$ cat src/rtl/rv_lsu.sv
// rv_lsu: single-outstanding load/store unit between a pipeline request
// port and a word-wide synchronous data memory with byte write enables.
//
// Parameters
//   ADDR_W   data-memory word-address width (DM_A width)
//   TIMEOUT  maximum ACCESS cycles waiting for DM_READY (LSU_TIMEOUT_EN only)
//
// Build option
//   LSU_TIMEOUT_EN  when defined, an ACCESS that sees no DM_READY within
//                   TIMEOUT cycles completes with resp_err=1; otherwise the
//                   unit waits for DM_READY indefinitely.
//
// Ports
//   clk, rst                    clock, asynchronous active-high reset
//   req_valid/req_ready         request handshake (ready only when idle)
//   req_op                      [3]=store, [2]=unsigned load, [1:0]=size
//   req_addr/req_wdata/req_rd   byte address, store data, load tag
//   resp_valid/resp_ready       response handshake
//   resp_rdata/resp_rd/resp_err extended load data, echoed tag, error flag
//   DM_CS/DM_OE/DM_WEB          memory select, output enable, byte writes (active-low)
//   DM_A/DM_DI/DM_DO/DM_READY   word address, write data, read data, access done
module rv_lsu #(
  parameter int unsigned ADDR_W  = 14,
  parameter int unsigned TIMEOUT = 255
) (
  input  logic              clk,
  input  logic              rst,
  input  logic              req_valid,
  output logic              req_ready,
  input  logic [3:0]        req_op,
  input  logic [31:0]       req_addr,
  input  logic [31:0]       req_wdata,
  input  logic [4:0]        req_rd,
  output logic              resp_valid,
  input  logic              resp_ready,
  output logic [31:0]       resp_rdata,
  output logic [4:0]        resp_rd,
  output logic              resp_err,
  output logic              DM_CS,
  output logic              DM_OE,
  output logic [3:0]        DM_WEB,
  output logic [ADDR_W-1:0] DM_A,
  output logic [31:0]       DM_DI,
  input  logic [31:0]       DM_DO,
  input  logic              DM_READY
);

  typedef enum logic [1:0] {StIdle, StAccess, StResp} state_e;

  state_e      state_q;
  logic [3:0]  op_q;
  logic [31:0] addr_q;
  logic [31:0] wdata_q;
  logic [4:0]  rd_q;
  logic        resp_valid_q;
  logic [31:0] rdata_q;
  logic        err_q;

  logic        req_err;
  logic [3:0]  web_st;
  logic [31:0] di_st;
  logic [31:0] lane_data;
  logic [31:0] load_data;
  logic        in_access;
  logic        timeout_hit;

  // Misaligned or reserved-size requests never reach the memory.
  always_comb begin
    unique case (req_op[1:0])
      2'd0:    req_err = 1'b0;
      2'd1:    req_err = req_addr[0];
      2'd2:    req_err = |req_addr[1:0];
      default: req_err = 1'b1;
    endcase
  end

  // Store lane enables and replicated write data from the latched request.
  always_comb begin
    web_st = 4'b1111;
    di_st  = wdata_q;
    case (op_q[1:0])
      2'd0: begin
        web_st = ~(4'b0001 << addr_q[1:0]);
        di_st  = {4{wdata_q[7:0]}};
      end
      2'd1: begin
        web_st = addr_q[1] ? 4'b0011 : 4'b1100;
        di_st  = {2{wdata_q[15:0]}};
      end
      2'd2:    web_st = 4'b0000;
      default: ;
    endcase
  end

  // Shift the addressed lane down to bit 0, then extend by size.
  always_comb begin
    lane_data = DM_DO >> {addr_q[1:0], 3'b000};
    case (op_q[1:0])
      2'd0:    load_data = {{24{~op_q[2] & lane_data[7]}}, lane_data[7:0]};
      2'd1:    load_data = {{16{~op_q[2] & lane_data[15]}}, lane_data[15:0]};
      default: load_data = DM_DO;
    endcase
  end

`ifdef LSU_TIMEOUT_EN
  logic [15:0] cnt_q;
  assign timeout_hit = (cnt_q == 16'(TIMEOUT - 1));
`else
  logic [15:0] unused_timeout;
  assign unused_timeout = 16'(TIMEOUT);
  assign timeout_hit    = 1'b0;
`endif

  always_ff @(posedge clk or posedge rst) begin
    if (rst) begin
      state_q      <= StIdle;
      op_q         <= '0;
      addr_q       <= '0;
      wdata_q      <= '0;
      rd_q         <= '0;
      resp_valid_q <= 1'b0;
      rdata_q      <= '0;
      err_q        <= 1'b0;
`ifdef LSU_TIMEOUT_EN
      cnt_q        <= '0;
`endif
    end else begin
      unique case (state_q)
        StIdle: begin
          if (req_valid) begin
            op_q    <= req_op;
            addr_q  <= req_addr;
            wdata_q <= req_wdata;
            rd_q    <= req_rd;
`ifdef LSU_TIMEOUT_EN
            cnt_q   <= '0;
`endif
            if (req_err) begin
              state_q      <= StResp;
              resp_valid_q <= 1'b1;
              err_q        <= 1'b1;
              rdata_q      <= '0;
            end else begin
              state_q <= StAccess;
            end
          end
        end
        StAccess: begin
          // DM_READY wins over a timeout expiring on the same edge.
          if (DM_READY || timeout_hit) begin
            state_q      <= StResp;
            resp_valid_q <= 1'b1;
            err_q        <= ~DM_READY;
            rdata_q      <= (DM_READY && !op_q[3]) ? load_data : 32'd0;
          end
`ifdef LSU_TIMEOUT_EN
          else begin
            cnt_q <= cnt_q + 16'd1;
          end
`endif
        end
        StResp: begin
          if (resp_ready) begin
            state_q      <= StIdle;
            resp_valid_q <= 1'b0;
          end
        end
        default: state_q <= StIdle;
      endcase
    end
  end

  // Memory outputs depend only on registered state, so they hold steady
  // for the whole ACCESS and drop to idle values immediately on reset.
  always_comb begin
    in_access = (state_q == StAccess);
    DM_CS     = in_access;
    DM_OE     = in_access & ~op_q[3];
    DM_WEB    = (in_access && op_q[3]) ? web_st : 4'b1111;
    DM_A      = in_access ? addr_q[ADDR_W+1:2] : '0;
    DM_DI     = in_access ? di_st : '0;
  end

  logic unused_addr;
  assign unused_addr = ^addr_q[31:ADDR_W+2];

  assign req_ready  = (state_q == StIdle);
  assign resp_valid = resp_valid_q;
  assign resp_rdata = rdata_q;
  assign resp_rd    = rd_q;
  assign resp_err   = err_q;

endmodule

$ cat config.mk
export PLATFORM = sky130hd
export DESIGN_NAME = rv_lsu
export DESIGN_NICKNAME = d
export VERILOG_FILES = /design/src/rtl/rv_lsu.sv
export SDC_FILE = /design/constraint.sdc
export NUM_CORES = 1
export LEC_CHECK = 0
export CAP_MARGIN = 20
export CORE_MARGIN = 2
export CORE_UTILIZATION = 43
export DETAILED_ROUTE_END_ITERATION = 10
export GPL_TIMING_DRIVEN = 0
export PLACE_DENSITY = 0.8
export SYNTH_ARGS = -nofsm -noshare
export SYNTH_HDL_FRONTEND = slang
export SYNTH_SLANG_ARGS = --single-unit
export TNS_END_PERCENT = 1
$ cat constraint.sdc
create_clock -name clk -period 3.4 [get_ports clk]
set_input_delay 0.34 -clock clk [delete_from_list [all_inputs] [get_ports clk]]
set_output_delay 0.34 -clock clk [all_outputs]
set_load 0.02 [all_outputs]
==> flow_summary.yaml <==
critical_path:
  r2r_start: "addr_q[1]$_DFFE_PP0P_"
  worstPathRequired_ns: 3.06
  crit_type: "reg2out"
  startpoint: "op_q[1]$_DFFE_PP0P_"
  worst_path_max_delay_cell: "clkdlybuf4s50_1"
  cpPeakStageDelay_ns: 0.64
  cp-start-kind: "flop"
  path_max_fanout: 10
  cp-end-kind: "primary output"
  crit_path_frequent_cell: "clkbuf_1"
  cp.arrival_ns: 2.81
  critical_path.cell_chain: "clkbuf_1 > clkbuf_1 > clkbuf_1 > a21oi_1 > nor2_1 > clkdlybuf4s50_1"
  r2r_slack_ns: 1.31
  reg2regPathDepth: 6
  r2r_end: "resp_rdata[3]$_DFFE_PP0P_"
  cp-endpoint: "DM_DI[28]"
die:
  io_pins: 202
  row_count: 38
  dieArea_um2: 11680
  core_region_area_um2: 10700
  dieWidth_um: 108.1
  initial_core_util: 0.4354
  fp.dieH_um: 108.1
drt:
  wire_per_inst_um: 19.19
  routed_via_density: 5.436
  vias: 4093
  drc: 0
  ant_nets: 0
  wl_um: 14450
  first_pass_iters: 5
  drtIter0Drc: 189
cts:
  postCtsSetupBuffers: 0
  clk_latency_ns: 0.36
  hold_buffers: 0
  cts_buffers: 9
  clockRootBuffer: "clkbuf_8"
  clock-sinks: 93
  cts_htree_levels: 3
  post_cts_resized: 0
  clk_pin_slew_ns: 0.09
  cts_tree: "built"
  clock_path_buffers: 2
final_layout:
  fin_nets: 718
  syn2layout_area_growth_pct: 48.67
  final_area_um2: 6925
  final_cells: 753
  multi_input_area_um2: 2151
  drive_above_1_share: 0.1664
  area.sequential_um2: 2327
  antenna_cells: 0
  fill_cells: 848
placed_design:
  dp.cells: 737
  postPlaceCellArea_um2: 6715
  port_buffers: 185
  place.gp.congestion: 0.8565
  dp_hpwl_um: 10830
power_and_ir_drop:
  peakVddDrop_uv: 473.9
  power_leakage_nw: 2.872
  cellPowerDensity_nw_per_um2: 809.8
logic_synthesis:
  synth_area_um2: 4658
  yosys_register_bits: 93
  synth_edf_count: 0
  synth_nets: 521
  synth_cell_types: 39
  synth_top_area_cell: "dfrtp_1"
  synth.area.top_cells: "dfrtp_1 50%, mux2_2 15%, a221o_1 5.4%, mux2i_1 3.4%, and2_1 3.1%"
  ys.flop_type: "dfrtp_1"
  yosys_warnings: 0
  ys_async_sr_fraction: 1.000
  syn_inst: 411
  syn_avg_cell_area_um2: 11.33
  synth_top_area_share: 0.4996
  ys_seq_area_frac: 0.4996
global_route:
  grt_max_degree: 67
  grt_pass1_wl_um: 22550
  overflow: 0
  grt_pass1_vias: 4332
  gr-usage-all-layers: 0.2533
  antenna_found_initial: 0
sta:
  finClkSkew_ns: 0.007497
  relSlewSlack: 0.5512
  max_freq_mhz: 317.6
  slew_viol_final: 0
  hold_slack_ns: 0.3116
  layout_min_cycle_time_ns: 3.148
  period_share: 0.9259
  worst_pin_slew_ns: 0.6731
  setup_violations: 0
  tns_ns: 0
  grt_setup_unrepaired: "no"
  hold_viol_final: 0
worst_hold_path:
  min_path_type: "in2async"
flow_run:
  cap_violations: 0
status:
  status: "completed"
==> critical path: cells and delay by family, from the launching register on <==
kind | cells | cell delay (ns)
AO/OA/AOI/OAI | 1 | 0.16
buffers and inverters | 4 | 1.81
flip-flops | 1 | 0.33
AND/OR/NAND/NOR | 1 | 0.14
==> cell usage after synthesis, drive strengths merged, types with 7 or more instances <==
library cell and number:
dfrtp 93, mux2 64, nor2 37, a21oi 27, a221o 25, and2 23, clkbuf 19, nand2 19
a22oi 16, mux2i 16, buf 14, o21ai 14, a2bb2oi 7, inv 7
==> report_power, final <==
group / switching [mW] / leakage [nW] / internal, mW
sequential: 0.355 / 1.15 / 1.60
combinational: 1.45 / 1.62 / 1.44
clock: 0.394 / 0.102 / 0.380
==> per-layer routing <==
metal / global-route usage / vias up / part of all wire
li1: - / 1883 / -
met1: 0.2975 / 1989 / 0.40
met2: 0.4182 / 202 / 0.48
met3: 0.1049 / 19 / 0.11
met4: 0.08974 / 0 / 0.017
met5: 0 / - / 0
==> registers in the layout, summed over array words and instances (netlist names) <==
register and flops:
state_q 2, resp_valid 1, resp_rdata 32, wdata_q 32, addr_q 16, resp_rd 5
op_q 4, resp_err 1
==> layout make-up <==
type / instances / area share
clock inverter: 5 / 0.008491
timing repair buffer: 186 / 0.2714
sequential: 93 / 0.3360
multi-input combinational: 278 / 0.3106
clock buffer: 11 / 0.02186
tap: 140 / 0.02529
inverter: 7 / 0.004155
buffer: 33 / 0.02222
==> cells in the final DEF (no fill, tap or decap), types with 2 or more instances in the layout <==
cell type,Yosys,layout
buf_6,2,2
inv_1,6,5
nor2b_1,4,4
nand2b_1,6,6
buf_2,12,12
dfrtp_1,93,93
a21oi_1,27,27
a21o_1,2,2
clkinvlp_4,0,2
a2bb2oi_1,7,7
clkbuf_8,0,11
mux2i_1,16,16
clkbuf_1,19,19
a221o_1,25,25
and2_1,23,23
nand3b_1,2,2
clkdlybuf4s50_1,0,185
o21ai_0,13,13
nand2_1,19,19
a22oi_1,16,16
nor2_1,37,37
mux2_2,62,62
==> worst min-delay path by stage <==
stage | cells after the start | to | slack, ns | start
2_1_floorplan | 1 | resp_err$_DFFE_PP0P_ | 0.45 | DM_READY
3_3_place_gp | 2 | resp_rdata[10]$_DFFE_PP0P_ | 0.48 | resp_rdata[10]$_DFFE_PP0P_
3_5_place_dp | 1 | addr_q[12]$_DFFE_PP0P_ | 0.49 | addr_q[12]$_DFFE_PP0P_
4_1_cts | 2 | resp_rdata[20]$_DFFE_PP0P_ | 0.31 | rst
5_1_grt | 2 | resp_rdata[22]$_DFFE_PP0P_ | 0.33 | rst
6_report | 2 | resp_rdata[20]$_DFFE_PP0P_ | 0.31 | rst
==> logic make-up after synthesis <==
group,after synthesis,synth area share
and+or+nand+nor,99,0.1099
buffers and inverters,40,0.03868
muxes,81,0.1947
DFF,93,0.4996
AOI/OAI and AO/OA,98,0.1571
==> per-stage QoR <==
stage / utilization / power, mW / worst slack (ns)
after floorplan: - / 3.673 / 0.6397
after global placement: 0.6249 / 4.758 / -0.7772
after detailed placement: 0.6277 / 4.846 / 0.7219
after CTS: 0.6474 / 5.634 / 0.2749
after global routing: 0.6474 / 5.960 / 0.1028
final: 0.6474 / 5.608 / 0.2519
No activity file was read; power rests on OpenSTA's default activity.
